### config.mk
export PLATFORM = sky130hd
export DESIGN_NAME = basic_ops_reg
export DESIGN_NICKNAME = d
export VERILOG_FILES = /design/src/rtl/basic_ops_pkg.sv /design/src/rtl/basic_logic_core.sv /design/src/rtl/basic_ops_reg.sv
export SDC_FILE = /design/constraint.sdc
export NUM_CORES = 1
export LEC_CHECK = 0
export ABC_AREA = 1
export BUFFER_PORTS_ARGS = -buffer_cell sky130_fd_sc_hd__buf_4
export CORE_ASPECT_RATIO = 0.6
export CORE_MARGIN = 4
export CORE_UTILIZATION = 40
export CTS_BUF_LIST = sky130_fd_sc_hd__clkbuf_4
export CTS_CLUSTER_DIAMETER = 200
export DETAILED_ROUTE_END_ITERATION = 12
export GPL_ROUTABILITY_DRIVEN = 0
export PLACE_DENSITY = 0.59
export SLEW_MARGIN = 10
export SYNTH_ARGS = -nofsm -noshare
export SYNTH_HDL_FRONTEND = slang
export SYNTH_HIERARCHICAL = 1
export SYNTH_SLANG_ARGS = --single-unit
export TNS_END_PERCENT = 30
### constraint.sdc
create_clock -name clk -period 5.5 [get_ports clk]
set_clock_uncertainty 0.05 [all_clocks]
set_input_delay 0.275 -clock clk [delete_from_list [all_inputs] [get_ports clk]]
set_output_delay 0.275 -clock clk [all_outputs]
set_load 0.05 [all_outputs]
### src/rtl/basic_ops_pkg.sv
// Shared op codes and types for the registered basic-operators block.
package basic_ops_pkg;

  typedef logic [2:0] op_t;

  localparam op_t OP_AND  = 3'b000;
  localparam op_t OP_OR   = 3'b001;
  localparam op_t OP_XOR  = 3'b010;
  localparam op_t OP_NAND = 3'b011;
  localparam op_t OP_NOR  = 3'b100;
  localparam op_t OP_XNOR = 3'b101;
  localparam op_t OP_NOTA = 3'b110;
  localparam op_t OP_PASS = 3'b111;

endpackage

### src/rtl/basic_logic_core.sv
// Purely combinational WIDTH-bit bitwise operator, 8-way op select.
module basic_logic_core
  import basic_ops_pkg::*;
#(
  parameter int unsigned WIDTH = 8
) (
  input  logic [WIDTH-1:0] a,
  input  logic [WIDTH-1:0] b,
  input  op_t              op,
  output logic [WIDTH-1:0] result
);

  always_comb begin
    result = '0;
    case (op)
      OP_AND:  result = a & b;
      OP_OR:   result = a | b;
      OP_XOR:  result = a ^ b;
      OP_NAND: result = ~(a & b);
      OP_NOR:  result = ~(a | b);
      OP_XNOR: result = ~(a ^ b);
      OP_NOTA: result = ~a;
      OP_PASS: result = a;
      default: result = '0;
    endcase
  end

endmodule

### src/rtl/basic_ops_reg.sv
// Registered bitwise operator with valid/ready handshake, accumulator and
// saturating op counter. Define BASIC_OPS_PARITY_EN to add the parity output.
module basic_ops_reg
  import basic_ops_pkg::*;
#(
  parameter int unsigned WIDTH     = 8,
  parameter int unsigned CNT_WIDTH = 8
) (
  input  logic                 clk,
  input  logic                 rst,
  input  logic                 in_valid,
  output logic                 in_ready,
  input  logic [WIDTH-1:0]     a,
  input  logic [WIDTH-1:0]     b,
  input  op_t                  op,
  input  logic                 acc_mode,
  input  logic                 acc_clr,
  output logic                 out_valid,
  input  logic                 out_ready,
  output logic [WIDTH-1:0]     y,
  output logic                 zero,
  output logic [CNT_WIDTH-1:0] op_count
`ifdef BASIC_OPS_PARITY_EN
  ,
  output logic                 parity
`endif
);

  logic                 r_valid;
  logic [WIDTH-1:0]     r_y;
  logic                 r_zero;
  logic [WIDTH-1:0]     r_acc;
  logic [CNT_WIDTH-1:0] r_cnt;

  logic                 w_accept;
  logic [WIDTH-1:0]     w_acc_eff;
  logic [WIDTH-1:0]     w_opb;
  logic [WIDTH-1:0]     w_result;

  assign in_ready  = !r_valid || out_ready;
  assign w_accept  = in_valid && in_ready;
  // A same-cycle clear must be visible to the op it accompanies.
  assign w_acc_eff = acc_clr ? '0 : r_acc;
  assign w_opb     = acc_mode ? w_acc_eff : b;

  basic_logic_core #(.WIDTH(WIDTH)) u_core (
    .a      (a),
    .b      (w_opb),
    .op     (op),
    .result (w_result)
  );

  always_ff @(posedge clk) begin
    if (rst) begin
      r_valid <= 1'b0;
      r_y     <= '0;
      r_zero  <= 1'b0;
      r_acc   <= '0;
      r_cnt   <= '0;
    end else begin
      if (w_accept) begin
        r_valid <= 1'b1;
        r_y     <= w_result;
        r_zero  <= (w_result == '0);
      end else if (r_valid && out_ready) begin
        r_valid <= 1'b0;
      end

      if (w_accept && acc_mode) begin
        r_acc <= w_result;
      end else if (acc_clr) begin
        r_acc <= '0;
      end

      if (w_accept && (r_cnt != '1)) begin
        r_cnt <= r_cnt + CNT_WIDTH'(1);
      end
    end
  end

`ifdef BASIC_OPS_PARITY_EN
  logic r_parity;

  always_ff @(posedge clk) begin
    if (rst) begin
      r_parity <= 1'b0;
    end else if (w_accept) begin
      r_parity <= ^w_result;
    end
  end

  assign parity = r_parity;
`endif

  assign out_valid = r_valid;
  assign y         = r_y;
  assign zero      = r_zero;
  assign op_count  = r_cnt;

endmodule

==> run_results.csv, run 1 <==
group,metric,value,unit
clock_network,cts.sinks,26,
grt,grt_use_total,0.171,
worst_setup_path,slowest_delay,0.33,ns
timing,setup_viol_count_final,0,
yosys,synth_top_flop_cell,"dfxtp_1",
worst_setup_path,cp-end-kind,"flop",
power,leakagePower,1.26,nW
clock_network,root_buffer,"clkbuf_4",
die,pin_count,44,
drt,wire_per_inst,12.9,um
clock_network,cts_tree,"yes",
worst_setup_path,path_max_fanout,3,
die,start_util,0.427,
yosys,yosysSeqAreaShare,0.234,
yosys,synth_commonest_cells,"nand2_1, nor2_1, inv_1",
finish,multi_input_area,0.00142,mm^2
finish,num-fill-cells,570,
grt,grtUsageMet2,0.239,
worst_setup_path,crit_chain,"nand2_1 -> o21ai_0 -> inv_1 -> ha_1 -> inv_1 -> nand2_1 -> nand2_1 -> nor2_1 -> nand3_2 -> nor2_1 -> nand2_1 -> nor2_1 -> nand2_1 -> a21oi_1",
grt,antenna_found_initial,0,
clock_network,clkTransAtPathRegs,0.13,ns
worst_setup_path,crit_type,"reg2reg",
worst_setup_path,critical_path_buf_inv_count,2,
worst_setup_path,crit_path_frequent_cell,"nand2_1",
timing,relSlewSlack,0.370,
finish,drive_gt1_frac,0.186,
worst_setup_path,worstReg2RegStart,"r_acc[5]",
hold_path,holdCritStartpoint,"rst",
place,dp_cells,444,
drt,firstDrtPassIters,4,
grt,grt-busiest-layer,"met1",
worst_setup_path,path_delay_family,"simple AND/OR/NAND/NOR gates",
yosys,ys_seq_elements,26,
timing,period_needed,2.02,ns
timing,setup_slack,3.48,ns
clock_network,cts_hold_buffers,0,
power,power.density,173,mW/mm^2
clock_network,htreeDepth,1,
job,max_cap_violations,0,
finish,final_nets,425,
finish,area_growth,15.0,%
finish,stdcell_count,447,
timing,finalHoldViolations,0,
timing,finalCritPeriodShare,0.366,
worst_setup_path,worst_path_max_delay_cell,"dfxtp_1",
clock_network,clkLatencyLatePin,0.32,ns
timing,worst_pin_slew,0.944,ns
clock_network,numCtsBuffers,3,
grt,grt_pass1_wl,9.60,mm
finish,final_util,0.491,
yosys,yosysTopAreaCell,"dfxtp_1",
place,place_ws,3.15,ns
power,peakVddDrop,0.127,mV
place,portBuffers,43,
yosys,synth_top_area_frac,0.234,
drt,drtIter0Drc,61,
yosys,synth_area,0.00222,mm^2
yosys,netlist_instances,347,
timing,finalSetupTns,0,ns
grt,grt_pass1_vias,1945,
yosys,synth_area_leaders,"dfxtp_1, nand2_1, ha_1",
yosys,yosysMostFrequentCell,"nand2_1",
yosys,synth_edf_count,0,
timing,holdWs,0.151,ns
die,dieArea,0.00685,mm^2
drt,wl,5.76,mm
die,rows,20,
grt,use_met3,0.0422,
die,core,0.00520,mm^2
run_status,status,"complete, no violations",
clock_network,cts_buffer_depth,2,
timing,report.final.slew_viol_count,0,
worst_setup_path,startpoint,"r_acc[5]",
grt,grt_max_degree,23,
hold_path,hp-class,"in2reg",
clock_network,post_cts_buffers,0,
worst_setup_path,r2r_slack,3.48,ns
drt,num_vias,2224,
grt,groute.layer.met1.usage,0.268,
finish,antennaDiodeCount,0,
yosys,async_reset_ff_frac,0,
drt,drcViolationCount,0,
clock_network,post_cts_resized,0,
grt,overflow,0,
worst_setup_path,cp_data_required_time,5.70,ns
yosys,syn-mean-instance-area,6.40,um^2
die,die_x,104,um
yosys,ys.warnings.count,6,
yosys,synth_fp_nets,389,
drt,drtAntennaViolNets,0,
worst_setup_path,critPathArrivalTime,2.22,ns
worst_setup_path,start_kind,"flop",
drt,viasPerCell,4.98,
die,die_h,65.7,um
place,hpwlAfterDp,4.48,mm
timing,fmax,496,MHz
timing,rsz0062_at_grt,"false",
finish,seq_area,520,um^2
yosys,synthDistinctLibCells,29,
==> layout by cell type, fill, tap and decap left out, drive strengths merged <==
cell    count
a211oi      5
clkinv      1
nand4      20
nand3      25
a31oi       1
nor3        3
nand2      92
nor2       54
nand3b      8
inv        49
clkbuf      3
a21oi      15
o21ai      19
buf        43
dfxtp      26
ha         17
==> layout make-up <==
type                            count  share of cell area
Inverter                           50              0.0735
Clock buffer                        3             0.00882
Timing Repair Buffer               43               0.126
Sequential cell                    26               0.204
Tap cell                           66              0.0323
Multi-Input combinational cell    259               0.555
==> logic make-up (layout without fill, tap and decap cells) <==
family,after synthesis,after routing,share of synthesized area
adders and majority gates,17,17,0.0958
buffers and inverters,62,96,0.127
DFF,26,26,0.234
and+or+nand+nor,202,202,0.441
AOI/OAI and AO/OA,40,40,0.101
==> metal layers <==
layer	wire, um	share of wire	vias up
met3	386	0.067	0
met4	0	0	0
met2	2170	0.38	55
li1	-	-	1200
met1	3210	0.56	969
met5	0	0	-
==> sequential cells by signal, summed over array words and instances, names as in the netlist <==
name and count:
op_count 8, r_acc 8, y 8, out_valid 1
zero 1
==> final timing paths <==
check,cells after the start,to
worst min register to register,2,r_acc[2]
worst min-delay path,2,op_count[4]
worst max-delay path,14,zero
worst max register to register,14,zero
==> metrics by stage <==
step | instance area, um^2 | total power [W]
global placement | 2530 | 0.000367
floorplan | 2220 | 0.000320
detailed placement | 2530 | 0.000366
finish | 2550 | 0.000441
CTS | 2550 | 0.000445
global route | 2550 | 0.000473
==> where the power goes <==
part,switching (W),internal (W),total [W]
logic,0.000105,0.0000530,0.000158
clock network,0.0000527,0.0000257,0.0000784
registers,0.00000614,0.000199,0.000205
total,0.000164,0.000277,0.000441
No activity file was read; power rests on OpenSTA's default activity.
==> run 2, diff against run 1 <==
--- a/config.mk
+++ b/config.mk
@@ -14,7 +14,7 @@
 export CTS_CLUSTER_DIAMETER = 200
 export DETAILED_ROUTE_END_ITERATION = 12
 export GPL_ROUTABILITY_DRIVEN = 0
-export PLACE_DENSITY = 0.59
+export PLACE_DENSITY = 0.61
 export SLEW_MARGIN = 10
 export SYNTH_ARGS = -nofsm -noshare
 export SYNTH_HDL_FRONTEND = slang
==> constraint.sdc (replaced) <==
create_clock -name clk -period 1.7 [get_ports clk]
set_clock_uncertainty 0.05 [all_clocks]
set_input_delay 0.085 -clock clk [delete_from_list [all_inputs] [get_ports clk]]
set_output_delay 0.085 -clock clk [all_outputs]
set_load 0.05 [all_outputs]
==> run_results.csv, run 2 (synthesis gave the netlist of run 1 again) <==
group,metric,value,unit
power,power.density,529,mW/mm^2
hold_path,holdPathEnd,"r_acc[7]",
timing,holdWs,0.181,ns
power,peakVddDrop,0.370,mV
drt,num_vias,2420,
place,portBuffers,43,
grt,grt_pass1_vias,2137,
drt,drcViolationCount,0,
worst_setup_path,cp_data_required_time,1.91,ns
grt,groute.layer.met1.usage,0.296,
power,leakagePower,1.49,nW
run_status,violations,"setup timing",
finish,layout_commonest_cell,"buf_4",
timing,fmax,541,MHz
drt,wire_per_inst,13.2,um
finish,area_growth,38.9,%
finish,final_nets,466,
clock_network,clkLatencyLatePin,0.33,ns
drt,drtAntennaViolNets,0,
grt,use_met3,0.0353,
die,core,0.00520,mm^2
worst_setup_path,crit_path_frequent_cell,"buf_4",
die,die_x,104,um
timing,relSlewSlack,0.648,
finish,final_cell_mix,"buf_4, nand2_1, nor2_1, inv_1",
worst_setup_path,reg2reg_to,"y[7]",
clock_network,cts_tree,"yes",
hold_path,worstHoldPathCells,4,
die,die_h,65.7,um
timing,period_needed,1.85,ns
worst_setup_path,path_max_fanout,2,
worst_setup_path,r2r_slack,-0.15,ns
finish,drive_gt1_frac,0.385,
clock_network,root_buffer,"clkbuf_4",
drt,wl,6.45,mm
die,dieArea,0.00685,mm^2
timing,finalCritPeriodShare,1.09,
place,hpwlAfterDp,4.69,mm
clock_network,numCtsBuffers,3,
worst_setup_path,worst_path_max_delay_cell,"dfxtp_2",
grt,grt_use_total,0.188,
worst_setup_path,crit_chain,"nand2_2 -> o21ai_2 -> inv_2 -> ha_4 -> nand4_1 -> nand2_1 -> nor2_1 -> nand3_1 -> inv_1 -> buf_4 -> buf_4 -> a211oi_1",
job,max_cap_violations,0,
grt,grt_max_degree,21,
die,start_util,0.427,
worst_setup_path,crit_type,"reg2reg",
worst_setup_path,worstReg2RegStart,"r_acc[7]",
grt,overflow,0,
drt,viasPerCell,4.95,
worst_setup_path,critPathArrivalTime,2.06,ns
timing,report.final.slew_viol_count,0,
timing,setup_viol_count_final,10,
die,pin_count,44,
finish,final_area,0.00309,mm^2
grt,grtUsageMet2,0.269,
clock_network,cts_buffer_depth,2,
grt,grt-busiest-layer,"met1",
worst_setup_path,cp-end-kind,"flop",
clock_network,cts.sinks,26,
worst_setup_path,reg2reg_depth,12,
worst_setup_path,slowest_delay,0.35,ns
hold_path,holdCritStartpoint,"acc_clr",
drt,firstDrtPassIters,4,
timing,worst_pin_slew,0.527,ns
grt,antenna_found_initial,0,
place,placedInstanceArea,0.00276,mm^2
timing,finalHoldViolations,0,
clock_network,htreeDepth,1,
hold_path,hp-class,"in2reg",
timing,setup_slack,-0.150,ns
timing,rsz0062_at_grt,"true",
worst_setup_path,start_kind,"flop",
finish,antennaDiodeCount,0,
run_status,status,"finished, violations left",
drt,drtIter0Drc,139,
die,rows,20,
grt,grt_pass1_wl,10.5,mm
clock_network,clkTransAtPathRegs,0.15,ns
run 2: through the flow:
step	TNS [ns]	utilization	setup slack [ns]	instances	power (W)
after global placement	-3.49	0.531	-0.404	473	0.00125
after global routing	-2.66	0.593	-0.313	489	0.00174
final	-0.874	0.593	-0.150	489	0.00163
after detailed placement	-3.96	0.531	-0.431	473	0.00125
after floorplan	0	-	0.0111	347	0.00104
after CTS	-0.584	0.562	-0.155	484	0.00157
run 2: repair_timing:
action | 4_1_cts | 5_1_grt
hold buffers | 3 | 0
setup buffers | 5 | 5
resized for setup | 28 | 40
hold endpoints to repair | 10 | 0
setup endpoints to repair | 14 | 17
pin swaps | 10 | 28
run 2: how the worst max path moves through the flow:
stage	startpoint	to	slack, ns
2_1_floorplan	op_count[0]	op_count[4]	0.01
3_3_place_gp	acc_clr	zero	-0.40
3_5_place_dp	acc_clr	zero	-0.43
4_1_cts	r_acc[1]	zero	-0.15
5_1_grt	r_acc[4]	zero	-0.31
6_report	r_acc[7]	y[7]	-0.15
run 2: critical path, delay by kind of cell (launching register included):
| family | cells | cell delay [ns] |
|---|---|---|
| AOI/OAI and AO/OA | 2 | 0.40 |
| buffers and inverters | 4 | 0.36 |
| DFF | 1 | 0.35 |
| and+or+nand+nor | 5 | 0.34 |
| adders and majority gates | 1 | 0.26 |
run 2: final cells by class:
cell class | count | area (um^2)
Clock buffer | 3 | 22.5
Sequential cell | 26 | 528
Fill cell | 483 | 2120
Timing Repair Buffer | 84 | 651
Clock inverter | 1 | 3.75
Multi-Input combinational cell | 259 | 1610
Tap cell | 66 | 82.6
Inverter | 50 | 188
run 2: report_power, final:
group / internal, W / leakage [nW] / switching (W) / total, W
Sequential: 0.000644 / 0.216 / 0.0000215 / 0.000666
Clock: 0.0000862 / 0.0154 / 0.000187 / 0.000273
Combinational: 0.000290 / 1.26 / 0.000402 / 0.000692
Total: 0.00102 / 1.49 / 0.000610 / 0.00163
run 2: per-layer routing:
| layer | wire length, um | part of all wire |
|---|---|---|
| met2 | 2750 | 0.43 |
| met3 | 354 | 0.055 |
| met1 | 3340 | 0.52 |
| met4 | 10 | 0.0015 |
| met5 | 0 | 0 |
